File: src/rtl/onion_intr_ctrl.sv
// ---------------------------------------------------------------------------
// onion_intr_ctrl
// Interrupt controller for the four TIMER outputs that drive FPGA_INTR.
// It is one Wishbone slave behind its own base-address chip-select.
// Each source is synchronized, rising-edge detected, latched as pending and
// counted in a saturating counter. Each pending bit can be masked, forced by
// software and cleared by a write of 1. FPGA_INTR_o is a registered level.
//
// Register map (byte offsets, decoded from WBs_ADR_i[9:2]):
//   0x00 PENDING  RO     0x04 ENABLE  RW     0x08 CLEAR  W1C (reads 0)
//   0x0C FORCE W1S (reads 0)     0x10 RAW (synchronized level) RO
//   0x14 COUNT {cnt3,cnt2,cnt1,cnt0} RO     other offsets read DEF_REG_VALUE
//
// Ports:
//   WBs_CLK_i       clock for all logic
//   WBs_RST_n_i     synchronous reset, active-low
//   WBs_ADR_i       byte address within the aperture
//   WBs_CYC_i       cycle strobe (already qualified by the base decode)
//   WBs_STB_i       transfer strobe
//   WBs_WE_i        1 = write
//   WBs_BYTE_STB_i  byte enables, only [0] gates writes
//   WBs_DAT_i       write data
//   WBs_DAT_o       read data, valid while WBs_ACK_o = 1
//   WBs_ACK_o       single-cycle acknowledge
//   SRC_i           raw asynchronous interrupt sources
//   FPGA_INTR_o     level-high interrupt requests
// ---------------------------------------------------------------------------
module onion_intr_ctrl #(
   parameter int          ADDRWIDTH     = 10,
   parameter int          NUM_SRC       = 4,
   parameter int          CNT_WIDTH     = 8,
   parameter logic [31:0] DEF_REG_VALUE = 32'hDEF_FAB_AC
) (
   input  logic                 WBs_CLK_i,
   input  logic                 WBs_RST_n_i,
   input  logic [ADDRWIDTH-1:0] WBs_ADR_i,
   input  logic                 WBs_CYC_i,
   input  logic                 WBs_STB_i,
   input  logic                 WBs_WE_i,
   input  logic [3:0]           WBs_BYTE_STB_i,
   input  logic [31:0]          WBs_DAT_i,
   output logic [31:0]          WBs_DAT_o,
   output logic                 WBs_ACK_o,
   input  logic [NUM_SRC-1:0]   SRC_i,
   output logic [NUM_SRC-1:0]   FPGA_INTR_o
);

   localparam int OFFW = ADDRWIDTH - 2;

   localparam logic [OFFW-1:0] OFF_PENDING = OFFW'(8'h00);
   localparam logic [OFFW-1:0] OFF_ENABLE  = OFFW'(8'h01);
   localparam logic [OFFW-1:0] OFF_CLEAR   = OFFW'(8'h02);
   localparam logic [OFFW-1:0] OFF_FORCE   = OFFW'(8'h03);
   localparam logic [OFFW-1:0] OFF_RAW     = OFFW'(8'h04);
   localparam logic [OFFW-1:0] OFF_COUNT   = OFFW'(8'h05);

   localparam logic [CNT_WIDTH-1:0] CNT_MAX = {CNT_WIDTH{1'b1}};

   // source path: s1/s2 synchronize, s3 holds the previous synchronized level
   logic [NUM_SRC-1:0]   s1_q, s2_q, s3_q;
   logic [NUM_SRC-1:0]   pending_q, pending_d;
   logic [NUM_SRC-1:0]   enable_q, enable_d;
   logic [NUM_SRC-1:0]   intr_q, intr_d;
   logic                 ack_q, ack_d;
   logic [CNT_WIDTH-1:0] cnt_q [NUM_SRC];
   logic [CNT_WIDTH-1:0] cnt_d [NUM_SRC];

   logic [OFFW-1:0]      reg_off_s;
   logic                 wr_s;
   logic [NUM_SRC-1:0]   edge_s;
   logic [NUM_SRC-1:0]   clear_wr_s;
   logic [NUM_SRC-1:0]   force_wr_s;
   logic [31:0]          count_s;
   logic                 unused_s;

   assign reg_off_s = WBs_ADR_i[ADDRWIDTH-1:2];
   assign edge_s    = s2_q & ~s3_q;
   assign unused_s  = ^{WBs_ADR_i[1:0], WBs_BYTE_STB_i[3:1], WBs_DAT_i[31:NUM_SRC]};

   // bus decode: a write commits on the same edge that raises ACK
   always_comb begin
      ack_d      = WBs_CYC_i & WBs_STB_i & ~ack_q;
      wr_s       = ack_d & WBs_WE_i & WBs_BYTE_STB_i[0];
      clear_wr_s = '0;
      force_wr_s = '0;
      enable_d   = enable_q;
      if (wr_s) begin
         case (reg_off_s)
            OFF_ENABLE: enable_d   = WBs_DAT_i[NUM_SRC-1:0];
            OFF_CLEAR:  clear_wr_s = WBs_DAT_i[NUM_SRC-1:0];
            OFF_FORCE:  force_wr_s = WBs_DAT_i[NUM_SRC-1:0];
            default:    enable_d   = enable_q;
         endcase
      end else begin
         enable_d = enable_q;
      end
   end

   // pending, counters and interrupt output next state; a set beats a clear
   always_comb begin
      pending_d = edge_s | force_wr_s | (pending_q & ~clear_wr_s);
      intr_d    = pending_q & enable_q;
      for (int i = 0; i < NUM_SRC; i++) begin
         if (clear_wr_s[i]) begin
            cnt_d[i] = '0;
         end else begin
            cnt_d[i] = cnt_q[i];
         end
         // clear-then-increment makes a coincident clear and edge read as 1
         if (edge_s[i] && (cnt_d[i] != CNT_MAX)) begin
            cnt_d[i] = cnt_d[i] + CNT_WIDTH'(1);
         end else begin
            cnt_d[i] = cnt_d[i];
         end
      end
   end

   // pack the per-source counters into the COUNT register image
   always_comb begin
      count_s = 32'h0000_0000;
      for (int i = 0; i < NUM_SRC; i++) begin
         count_s[i*CNT_WIDTH +: CNT_WIDTH] = cnt_q[i];
      end
   end

   // read data is a pure decode of the current address and state
   always_comb begin
      case (reg_off_s)
         OFF_PENDING: WBs_DAT_o = {{(32-NUM_SRC){1'b0}}, pending_q};
         OFF_ENABLE:  WBs_DAT_o = {{(32-NUM_SRC){1'b0}}, enable_q};
         OFF_CLEAR:   WBs_DAT_o = 32'h0000_0000;
         OFF_FORCE:   WBs_DAT_o = 32'h0000_0000;
         OFF_RAW:     WBs_DAT_o = {{(32-NUM_SRC){1'b0}}, s2_q};
         OFF_COUNT:   WBs_DAT_o = count_s;
         default:     WBs_DAT_o = DEF_REG_VALUE;
      endcase
   end

   // state registers; reset wins over any bus or source event
   always_ff @(posedge WBs_CLK_i) begin
      if (!WBs_RST_n_i) begin
         s1_q      <= '0;
         s2_q      <= '0;
         s3_q      <= '0;
         pending_q <= '0;
         enable_q  <= '0;
         intr_q    <= '0;
         ack_q     <= 1'b0;
         for (int i = 0; i < NUM_SRC; i++) begin
            cnt_q[i] <= '0;
         end
      end else begin
         s1_q      <= SRC_i;
         s2_q      <= s1_q;
         s3_q      <= s2_q;
         pending_q <= pending_d;
         enable_q  <= enable_d;
         intr_q    <= intr_d;
         ack_q     <= ack_d;
         for (int i = 0; i < NUM_SRC; i++) begin
            cnt_q[i] <= cnt_d[i];
         end
      end
   end

   assign WBs_ACK_o   = ack_q;
   assign FPGA_INTR_o = intr_q;

endmodule
File: config.mk
export PLATFORM = sky130hd
export DESIGN_NAME = onion_intr_ctrl
export DESIGN_NICKNAME = d
export VERILOG_FILES = /design/src/rtl/onion_intr_ctrl.sv
export SDC_FILE = /design/constraint.sdc
export NUM_CORES = 1
export LEC_CHECK = 0
export BUFFER_PORTS_ARGS = -buffer_cell sky130_fd_sc_hd__buf_4
export CORE_ASPECT_RATIO = 0.8
export CORE_UTILIZATION = 50
export CTS_BUF_LIST = sky130_fd_sc_hd__clkbuf_16
export CTS_CLUSTER_DIAMETER = 60
export CTS_CLUSTER_SIZE = 28
export DETAILED_ROUTE_END_ITERATION = 6
export GPL_TIMING_DRIVEN = 0
export PLACE_DENSITY = 0.79
export SYNTH_ARGS = -nofsm -noshare
export SYNTH_HDL_FRONTEND = slang
export SYNTH_SLANG_ARGS = --single-unit
export TNS_END_PERCENT = 100
File: constraint.sdc
create_clock -name WBs_CLK_i -period 2.5 [get_ports WBs_CLK_i]
set_input_delay 0.375 -clock WBs_CLK_i [delete_from_list [all_inputs] [get_ports WBs_CLK_i]]
set_output_delay 0.375 -clock WBs_CLK_i [all_outputs]
set_load 0.02 [all_outputs]
==> summary.md <==
| Metric | Value |
|---|---|
| Clock-pin slew on the worst setup and hold paths | 50 ps |
| Most frequent cell after synthesis | dfxtp_1 |
| CP arrival | 1920 ps |
| Worst-Skew Late Latency | 330 ps |
| Syn. warnings | 0 |
| RSZ-0062 raised after global routing | false |
| Slew margin rel. | 0.497 |
| Largest net degree at the start of global routing | 11 |
| Chip height | 68.7 µm |
| P_leak | 1.44 nW |
| # DRC | 0 |
| TritonCTS Sinks | 57 |
| Number of global-route vias before repair | 2,386 |
| Root buf cell | clkbuf_16 |
| Synth Instances | 314 |
| 1st-iter DRT viols | 123 |
| VDD IR max | 0.550 mV |
| Top_reg_cell synth | dfxtp_1 |
| Layout cell share with drive strength beyond 1 | 0.231 |
| CTS tree | done |
| Routed vias/inst | 5.81 |
| Worst setup SP type | input pin |
| Setup WS post-layout | 202 ps |
| Grt total ovfl | 0 |
| Leading area contributor after synthesis | dfxtp_1 |
| WS Path Type | input pin to output pin |
| Total Power | 0.00224 W |
| Netlist cell types | 52 |
| FF+latch count, synth | 57 |
| Initial core utilization | 0.537 |
| Rows | 23 |
| Crit end category | output pin |
| Critical Path RT | 2120 ps |
| Clock buffer depth | 2 |
| Minimum clock period | 2300 ps |
| Slew @ Worst Pin | 744 ps |
| Cts bufs inserted | 9 |
| Synthesized Nets | 369 |
| Finished Layout Cells | 452 |
| Async S/R FF share, synth | 0 |
| Die Footprint | 0.00587 mm² |
| Wire per inst | 15.7 µm |
| Fin crit share | 0.919 |
| Drt pass-1 iters | 4 |
| Post-Syn Area | 0.00278 mm² |
| Register area share after synthesis | 0.410 |
| Core Region | 0.00518 mm² |
| Final core occ | 0.698 |
| Antenna viol nets, final | 0 |
| Synth top area share | 0.410 |
| Initial antenna violation count | 0 |
| Crit Path Max Fanout | 10 |
| H-Tree Depth | 3 |
| Fmax | 0.435 GHz |
| Antenna cells | 0 |
| Hold Violations, Final | 0 |
| Post-Route WL | 7080 µm |
| RePlAce Congestion | 0.870 |
| MaxCap Viol Count | 0 |
| Top cells by area, synth | dfxtp_1 (41%), mux2i_1 (5.8%), a21o_1 (5.7%) |
| Post-DP HPWL | 5010 µm |
| Setup WS pre-CTS | -601 ps |
| Fin. max-slew vios | 0 |
| Final setup violating endpoints | 0 |
| PwrDens | 619 mW/mm² |
| Hold-fix buffers, CTS | 0 |
| Final clock skew | 4.74 ps |
| DIE WIDTH | 85.4 µm |
| Hold Path Class | input pin to flip-flop |
| Area Growth Syn to Fin | 30.0% |
| Avg Inst Size Synth | 8.86 µm² |
| Placed cell count | 431 |
| Top cells by count, synth | dfxtp_1 (57), nor2_1 (25), a21o_1 (21) |
| Number of synthesized flops with an enable pin | 0 |
| Layout Nets | 440 |
| First-pass GRT wire length | 11,500 µm |
| Vias | 2,624 |
| GRT Resource Usage Total | 0.262 |
| I/O Buffers | 55 |
| Status | finished clean |
| IO Pins | 92 |
[placed cells by master, fill, tap and decap left out, types with 3 or more instances in the layout]
cell type / netlist / routed
xor2_1: 3 / 3
or4_1: 3 / 3
clkinv_2: 0 / 4
buf_4: 1 / 61
a31oi_1: 3 / 3
and2_1: 18 / 18
dfxtp_1: 57 / 57
xnor2_1: 3 / 3
nand3_1: 10 / 9
mux2i_1: 16 / 16
a21o_1: 21 / 21
clkbuf_16: 0 / 9
nand3b_1: 5 / 5
o21ai_0: 8 / 8
nor2_1: 25 / 25
and3_1: 9 / 9
nand4_1: 7 / 7
a41oi_1: 4 / 4
a211oi_1: 4 / 4
nor3_1: 11 / 11
nor2b_1: 8 / 8
a21boi_0: 6 / 6
inv_1: 11 / 11
nand2_1: 19 / 19
o21ai_4: 3 / 3
a221o_1: 3 / 3
clkbuf_1: 11 / 10
a21oi_1: 12 / 12
[sequential cells by signal, indices dropped and copies added (netlist names)]
name and cells:
cnt_q 32, FPGA_INTR_o 4, enable_q 4, pending_q 4, s1_q 4, s2_q 4, s3_q 4, WBs_ACK_o 1
[report_power, final]
part | switching [W] | internal, W | leakage, nW
Clock | 0.000406 | 0.000758 | 0.142
Sequential | 0.0000139 | 0.000926 | 0.462
Combinational | 0.0000744 | 0.0000594 | 0.834
Total | 0.000495 | 0.00174 | 1.44
[layout make-up]
| cell class | instances | area, µm² |
|---|---|---|
| fill | 414 | 1560 |
| inverter | 11 | 41.3 |
| buffer | 14 | 60.1 |
| timing repair buffer | 60 | 450 |
| tap | 62 | 77.6 |
| sequential | 57 | 1140 |
| clock buffer | 9 | 225 |
| multi-input combinational | 232 | 1560 |
| clock inverter | 7 | 61.3 |
[path summary, 6_finish.rpt]
path	slack, ps	end	from	cells after the start
setup / recovery	200	WBs_DAT_o[14]	WBs_ADR_i[8]	7
hold / removal	260	s1_q[0]	SRC_i[0]	2
setup reg to reg	630	cnt_q[2][1]	s2_q[2]	4
hold reg to reg	430	s2_q[0]	s1_q[0]	1
[logic make-up after synthesis]
kind of cell,count (synthesis),synth area share
muxes,16,0.0576
and+or+nand+nor,132,0.267
buffers and inverters,25,0.0360
DFF,57,0.410
xor gates and xnor gates,6,0.0189
AOI/OAI and AO/OA,78,0.211
[worst max-delay path, stage by stage]
cell and delay (ps):
buf_4 120, nor4_4 310, nand3_2 260, nor2_4 260, buf_2 270, and2_1 170, buf_4 140
[metrics by stage]
stage | TNS (ps) | cell area (µm²) | hold WS, ps
2_1_floorplan | 0 | 2780 | 412
3_3_place_gp | -12720 | 3270 | 417
3_5_place_dp | -14190 | 3270 | 420
4_1_cts | 0 | 3580 | 248
5_1_grt | 0 | 3620 | 261
6_report | 0 | 3620 | 255
[what timing repair did]
| action | 4_1_cts | 5_1_grt |
|---|---|---|
| pin swaps | 1 | 1 |
| resized for setup | 3 | 2 |
| endpoints found under the setup margin | 30 | 20 |
| setup buffers | 1 | 4 |
[layer usage]
layer  vias up  part of all wire  GRT usage
met5         -                 0          0
met4         0             0.012     0.0854
met3         8             0.079     0.0738
met2        95              0.45      0.434
met1      1240              0.46      0.336
li1       1281                 -          -
Power figures use the tool's default switching activity.
